==> src/rtl/temp_monitor.sv <==
// temp_monitor: smooths LM75 samples with a power-of-two boxcar average, then
// applies an over-temperature threshold with hysteresis and a consecutive-fault
// qualifier. Drives a level alarm and a sticky interrupt.
// Optional min/max tracking of the average is built when TEMP_MON_MINMAX_EN is defined.
module temp_monitor #(
  parameter int FAULT_QUEUE = 4,
  parameter int AVG_LOG2    = 2
) (
  input  logic       clk,
  input  logic       rst,
  input  logic       sample_valid,
  input  logic [8:0] sample_data,
  input  logic [8:0] tos,
  input  logic [8:0] thyst,
  input  logic       irq_mode,
  input  logic       irq_clr,
  input  logic       minmax_clr,
  output logic [8:0] avg_temp,
  output logic       avg_valid,
  output logic       alarm,
  output logic       irq,
  output logic [8:0] min_temp,
  output logic [8:0] max_temp
);

  localparam int WIN = 1 << AVG_LOG2;
  localparam int SW  = 9 + AVG_LOG2;
  localparam logic [3:0] FQ = 4'(FAULT_QUEUE);

  typedef enum logic [1:0] {
    EMPTY,
    NORMAL,
    HOT
  } state_t;

  logic signed [8:0]    window [WIN];
  logic signed [SW-1:0] sum;
  logic signed [SW-1:0] next_sum;
  logic                 primed;
  logic signed [8:0]    sample_s;
  logic signed [SW-1:0] sample_ext;
  logic signed [SW-1:0] oldest_ext;

  logic signed [8:0]    avg_s;
  logic signed [8:0]    tos_s;
  logic signed [8:0]    thyst_s;

  state_t               state;
  state_t               state_nx;
  state_t               eval_state;
  logic [3:0]           count;
  logic [3:0]           count_nx;
  logic [3:0]           base;
  logic                 qualify;
  logic                 flip;

  assign sample_s   = sample_data;
  assign sample_ext = SW'(sample_s);
  assign oldest_ext = SW'(window[WIN-1]);
  assign avg_s      = avg_temp;
  assign tos_s      = tos;
  assign thyst_s    = thyst;

  // Running sum: the first sample preloads the whole window, later ones slide it.
  always_comb begin
    next_sum = sum;
    if (primed) begin
      next_sum = sum + sample_ext - oldest_ext;
    end else begin
      next_sum = sample_ext <<< AVG_LOG2;
    end
  end

  // Window shift register and sum; an unprimed window is filled with the new sample.
  always_ff @(posedge clk) begin
    if (rst) begin
      for (int i = 0; i < WIN; i++) begin
        window[i] <= '0;
      end
      sum    <= '0;
      primed <= 1'b0;
    end else if (sample_valid) begin
      window[0] <= sample_s;
      for (int i = 1; i < WIN; i++) begin
        window[i] <= primed ? window[i-1] : sample_s;
      end
      sum    <= next_sum;
      primed <= 1'b1;
    end
  end

  // Average register: arithmetic shift floors toward minus infinity.
  always_ff @(posedge clk) begin
    if (rst) begin
      avg_temp  <= '0;
      avg_valid <= 1'b0;
    end else begin
      avg_valid <= sample_valid;
      if (sample_valid) begin
        avg_temp <= 9'(next_sum >>> AVG_LOG2);
      end
    end
  end

  // Alarm FSM next state: EMPTY behaves as NORMAL with a fresh counter on its first evaluation.
  always_comb begin
    state_nx   = state;
    count_nx   = count;
    flip       = 1'b0;
    eval_state = state;
    base       = count;
    qualify    = 1'b0;
    if (avg_valid) begin
      eval_state = (state == HOT) ? HOT : NORMAL;
      base       = (state == EMPTY) ? 4'd0 : count;
      qualify    = (eval_state == HOT) ? (avg_s < thyst_s) : (avg_s >= tos_s);
      state_nx   = eval_state;
      count_nx   = '0;
      if (qualify) begin
        if (base + 4'd1 == FQ) begin
          state_nx = (eval_state == HOT) ? NORMAL : HOT;
          flip     = 1'b1;
        end else begin
          count_nx = base + 4'd1;
        end
      end
    end
  end

  // Alarm FSM state and fault counter registers.
  always_ff @(posedge clk) begin
    if (rst) begin
      state <= EMPTY;
      count <= '0;
    end else begin
      state <= state_nx;
      count <= count_nx;
    end
  end

  assign alarm = (state == HOT);

  // Sticky interrupt: a transition set beats a same-cycle clear; comparator mode holds it low.
  always_ff @(posedge clk) begin
    if (rst) begin
      irq <= 1'b0;
    end else if (!irq_mode) begin
      irq <= 1'b0;
    end else if (flip) begin
      irq <= 1'b1;
    end else if (irq_clr) begin
      irq <= 1'b0;
    end
  end

`ifdef TEMP_MON_MINMAX_EN
  logic mm_fresh;

  // Min/max of the average; the first average after reset or a clear seeds both.
  always_ff @(posedge clk) begin
    if (rst) begin
      min_temp <= '0;
      max_temp <= '0;
      mm_fresh <= 1'b1;
    end else if (avg_valid) begin
      if (mm_fresh || minmax_clr) begin
        min_temp <= avg_temp;
        max_temp <= avg_temp;
      end else begin
        if (avg_s < $signed(min_temp)) begin
          min_temp <= avg_temp;
        end
        if (avg_s > $signed(max_temp)) begin
          max_temp <= avg_temp;
        end
      end
      mm_fresh <= 1'b0;
    end else if (minmax_clr) begin
      mm_fresh <= 1'b1;
    end
  end
`else
  logic unused_minmax_clr;

  assign unused_minmax_clr = minmax_clr;
  assign min_temp          = '0;
  assign max_temp          = '0;
`endif

endmodule

==> config.mk <==
export PLATFORM = sky130hd
export DESIGN_NAME = temp_monitor
export DESIGN_NICKNAME = d
export VERILOG_FILES = /design/src/rtl/temp_monitor.sv
export SDC_FILE = /design/constraint.sdc
export NUM_CORES = 1
export LEC_CHECK = 0
export CORE_MARGIN = 2
export CORE_UTILIZATION = 60
export CTS_CLUSTER_DIAMETER = 100
export CTS_CLUSTER_SIZE = 8
export DETAILED_ROUTE_END_ITERATION = 10
export DONT_BUFFER_PORTS = 1
export PLACE_DENSITY_LB_ADDON = 0.25
export SKIP_LAST_GASP = 1
export SYNTH_ARGS = -nofsm -noshare
export SYNTH_HDL_FRONTEND = slang
export SYNTH_SLANG_ARGS = --single-unit
==> constraint.sdc <==
create_clock -name clk -period 6 [get_ports clk]
set_clock_uncertainty 0.2 [all_clocks]
set_input_delay 1.2 -clock clk [delete_from_list [all_inputs] [get_ports clk]]
set_output_delay 1.2 -clock clk [all_outputs]
set_load 0.02 [all_outputs]
==> flow_summary.ini <==
[clock_tree]
cts_tree = done
cts_buffer_depth = 2
cts.clk_slew.worst_paths_ps = 110
cts_setup_buffers = 0
insertion_delay_ps = 310
hold_buffers = 0
cts_buffers = 5
cts_sinks = 56
htree_levels = 2
cts-resized-gates = 0
cts_root_buffer = clkbuf_8

[finish]
n_antenna_cell = 0
drive_above_1_share_pct = 5.250
final_cell_mix = inv_1 (62), nand2_1 (43), a21oi_1 (42), edfxtp_1 (36), ha_1 (30)
final_common_cell = inv_1
syn_to_final_growth_pct = 0.2660
nets = 472
fill_cells = 507
stdcell_count = 475

[timing]
worst_slew_pin_slew_ps = 723.6
slew_violations = 0
fin_crit_sh_pct = 60.17
relSlewSlack_pct = 51.66
final_hold_viol_count = 0
fin_setup_tns_ps = 0
timing.hold.ws_ps = 313.2
setup_viol = 0
rsz0062_at_grt = no
max_clock_freq_mhz = 277.0
fin_crit_ps = 3610

[synthesis]
synth_area_mm2 = 0.003764
synth_area_leaders = edfxtp_1 (29%), dfxtp_1 (11%), ha_1 (10%)
synth_cell_type_count = 49
synthCells = 411
ys_ff_latch = 56
ys.flop_type = edfxtp_1
yosys.area.top_type_share_pct = 28.72
yosys.area.top_type = edfxtp_1
synthArstFlopShare_pct = 0
seq_area_frac_synth_pct = 39.36
yosysWarnings = 0
synth_edf_count = 36
avgSynthCellArea_um2 = 9.157

[floorplan]
initial_core_util_pct = 62.82
ios = 63
die_area_mm2 = 0.006922
core_area_mm2 = 0.005991
dieHeight_um = 83.20
num_rows = 28
dieWidth_um = 83.20

[placement]
dp_hpwl_mm = 5.112
dp_cells = 467
place_congestion = 0.8355
numPortBuffers = 0

[run]
maxCapViolations = 0

[power]
p_per_area_mw_per_mm2 = 257.1
p_total_w = 0.0009701
power_leakage_nw = 1.703
vdd_drop_max_v = 0.0001166

[global_route]
grt_pass1_wl_mm = 11.70
grt_max_degree = 45
overflow = 0
antenna_found_initial = 0
grt_usage_pct = 20.66
grt_pass1_vias = 2569

[detailed_routing]
drt-total-wl_mm = 6.759
drc = 0
drt_pre_antenna_iters = 4
wire_per_inst_um = 14.23
vias_per_cell = 5.539
drtIter0Drc = 141
vias = 2631
ant_nets = 0

[worst_setup_path]
cpMaxStageDelayCell = a2111oi_2
worstSetupEndpointType = flop
slowest_delay_ps = 550
cp_common_cell = inv_1
cp_cell_sequence = inv_1, fa_1, inv_1, ha_1, and3_1, a2111oi_2, o21ai_0, xor2_1, a21boi_0, o22ai_1
critical_path_class = input port to flop
critPathArrivalTime_ps = 3590
critPathLaunchType = input port
critPathRequiredTime_ps = 5980
crit_path_max_fanout = 5

[min_path]
min_path_type = flop to flop

[run_status]
outcome = complete, no violations
-- power breakdown --
part | switching (W) | internal, W
Combinational | 0.000167 | 0.000123
Clock | 0.000124 | 0.0000853
Sequential | 0.0000313 | 0.000440
-- synthesized netlist by cell type, types with 3 or more instances --
library cell and number:
a211oi_1 3, a21oi_1 42, a311oi_1 3, and3_1 4
buf_4 27, clkbuf_1 9, dfxtp_1 20, edfxtp_1 36
fa_1 10, ha_1 30, inv_1 62, nand2_1 43
nand2b_1 14, nand3_1 8, nand4_1 3, nor2_1 24
nor2b_1 6, nor3_1 4, nor3b_1 3, o21ai_0 10
o22ai_1 4, or3_1 3, xnor2_1 4, xor2_1 6
-- worst paths after layout --
check             slack [ps]      to  depth (start not counted)      startpoint
setup / recovery        2390  sum[7]                         10  sample_data[3]
setup reg to reg        2660  sum[7]                         10          sum[3]
hold / removal           310  sum[0]                          2          sum[0]
hold reg to reg          310  sum[0]                          2          sum[0]
-- routing by layer --
metal  global-route usage, %  part of all wire [%]  vias to the layer above
met1                   27.00                    45                     1215
met3                   4.970                   6.7                       12
li1                        -                     -                     1316
met5                       0                     0                        -
met4                   6.259                   1.8                        0
met2                   34.09                    46                       88
-- per-stage QoR --
step           util (%)  instance area (um2)  setup slack, ps
6_report          62.99                 3774             2390
5_1_grt           62.99                 3774             2239
4_1_cts           62.99                 3774             2407
3_5_place_dp      61.51                 3685             2076
3_3_place_gp      61.51                 3685             2137
2_1_floorplan         -                 3827             2320
-- cell families (layout without fill, tap and decap cells) --
group,count (synthesis),count (layout),share of synthesized area [%]
simple gates,122,122,15.86
buf+inv,101,73,13.06
compound gates,79,79,13.40
flops,56,56,39.36
fa+ha+maj,40,40,15.29
xor+xnor,10,10,2.327
mux,2,2,0.5984
other cells,1,18,0.09964
-- area by class of cell --
class,count,area [um2],share of cell area [%]
clock buffers,6,73.82,1.956
clock inverters,2,15.01,0.3979
inverters,62,232.7,6.167
multi-input cells,271,1854,49.14
flip-flops and latches,56,1481,39.26
well taps,75,93.84,2.487
repair buffers,3,22.52,0.5968
-- flip-flops by register name, summed over array words and instances, names as in the netlist --
signal	cells
window	36
sum	11
count	4
state	2
avg_valid	1
irq	1
primed	1
-- critical path, delay by kind of cell --
family	cells	cell delay, ps
AOI/OAI and AO/OA	4	1030
adders and majority gates	2	890
buffers and inverters	2	100
xor gates and xnor gates	1	170
and+or+nand+nor	1	200
Note: power is estimated with default switching activity, not from simulation.
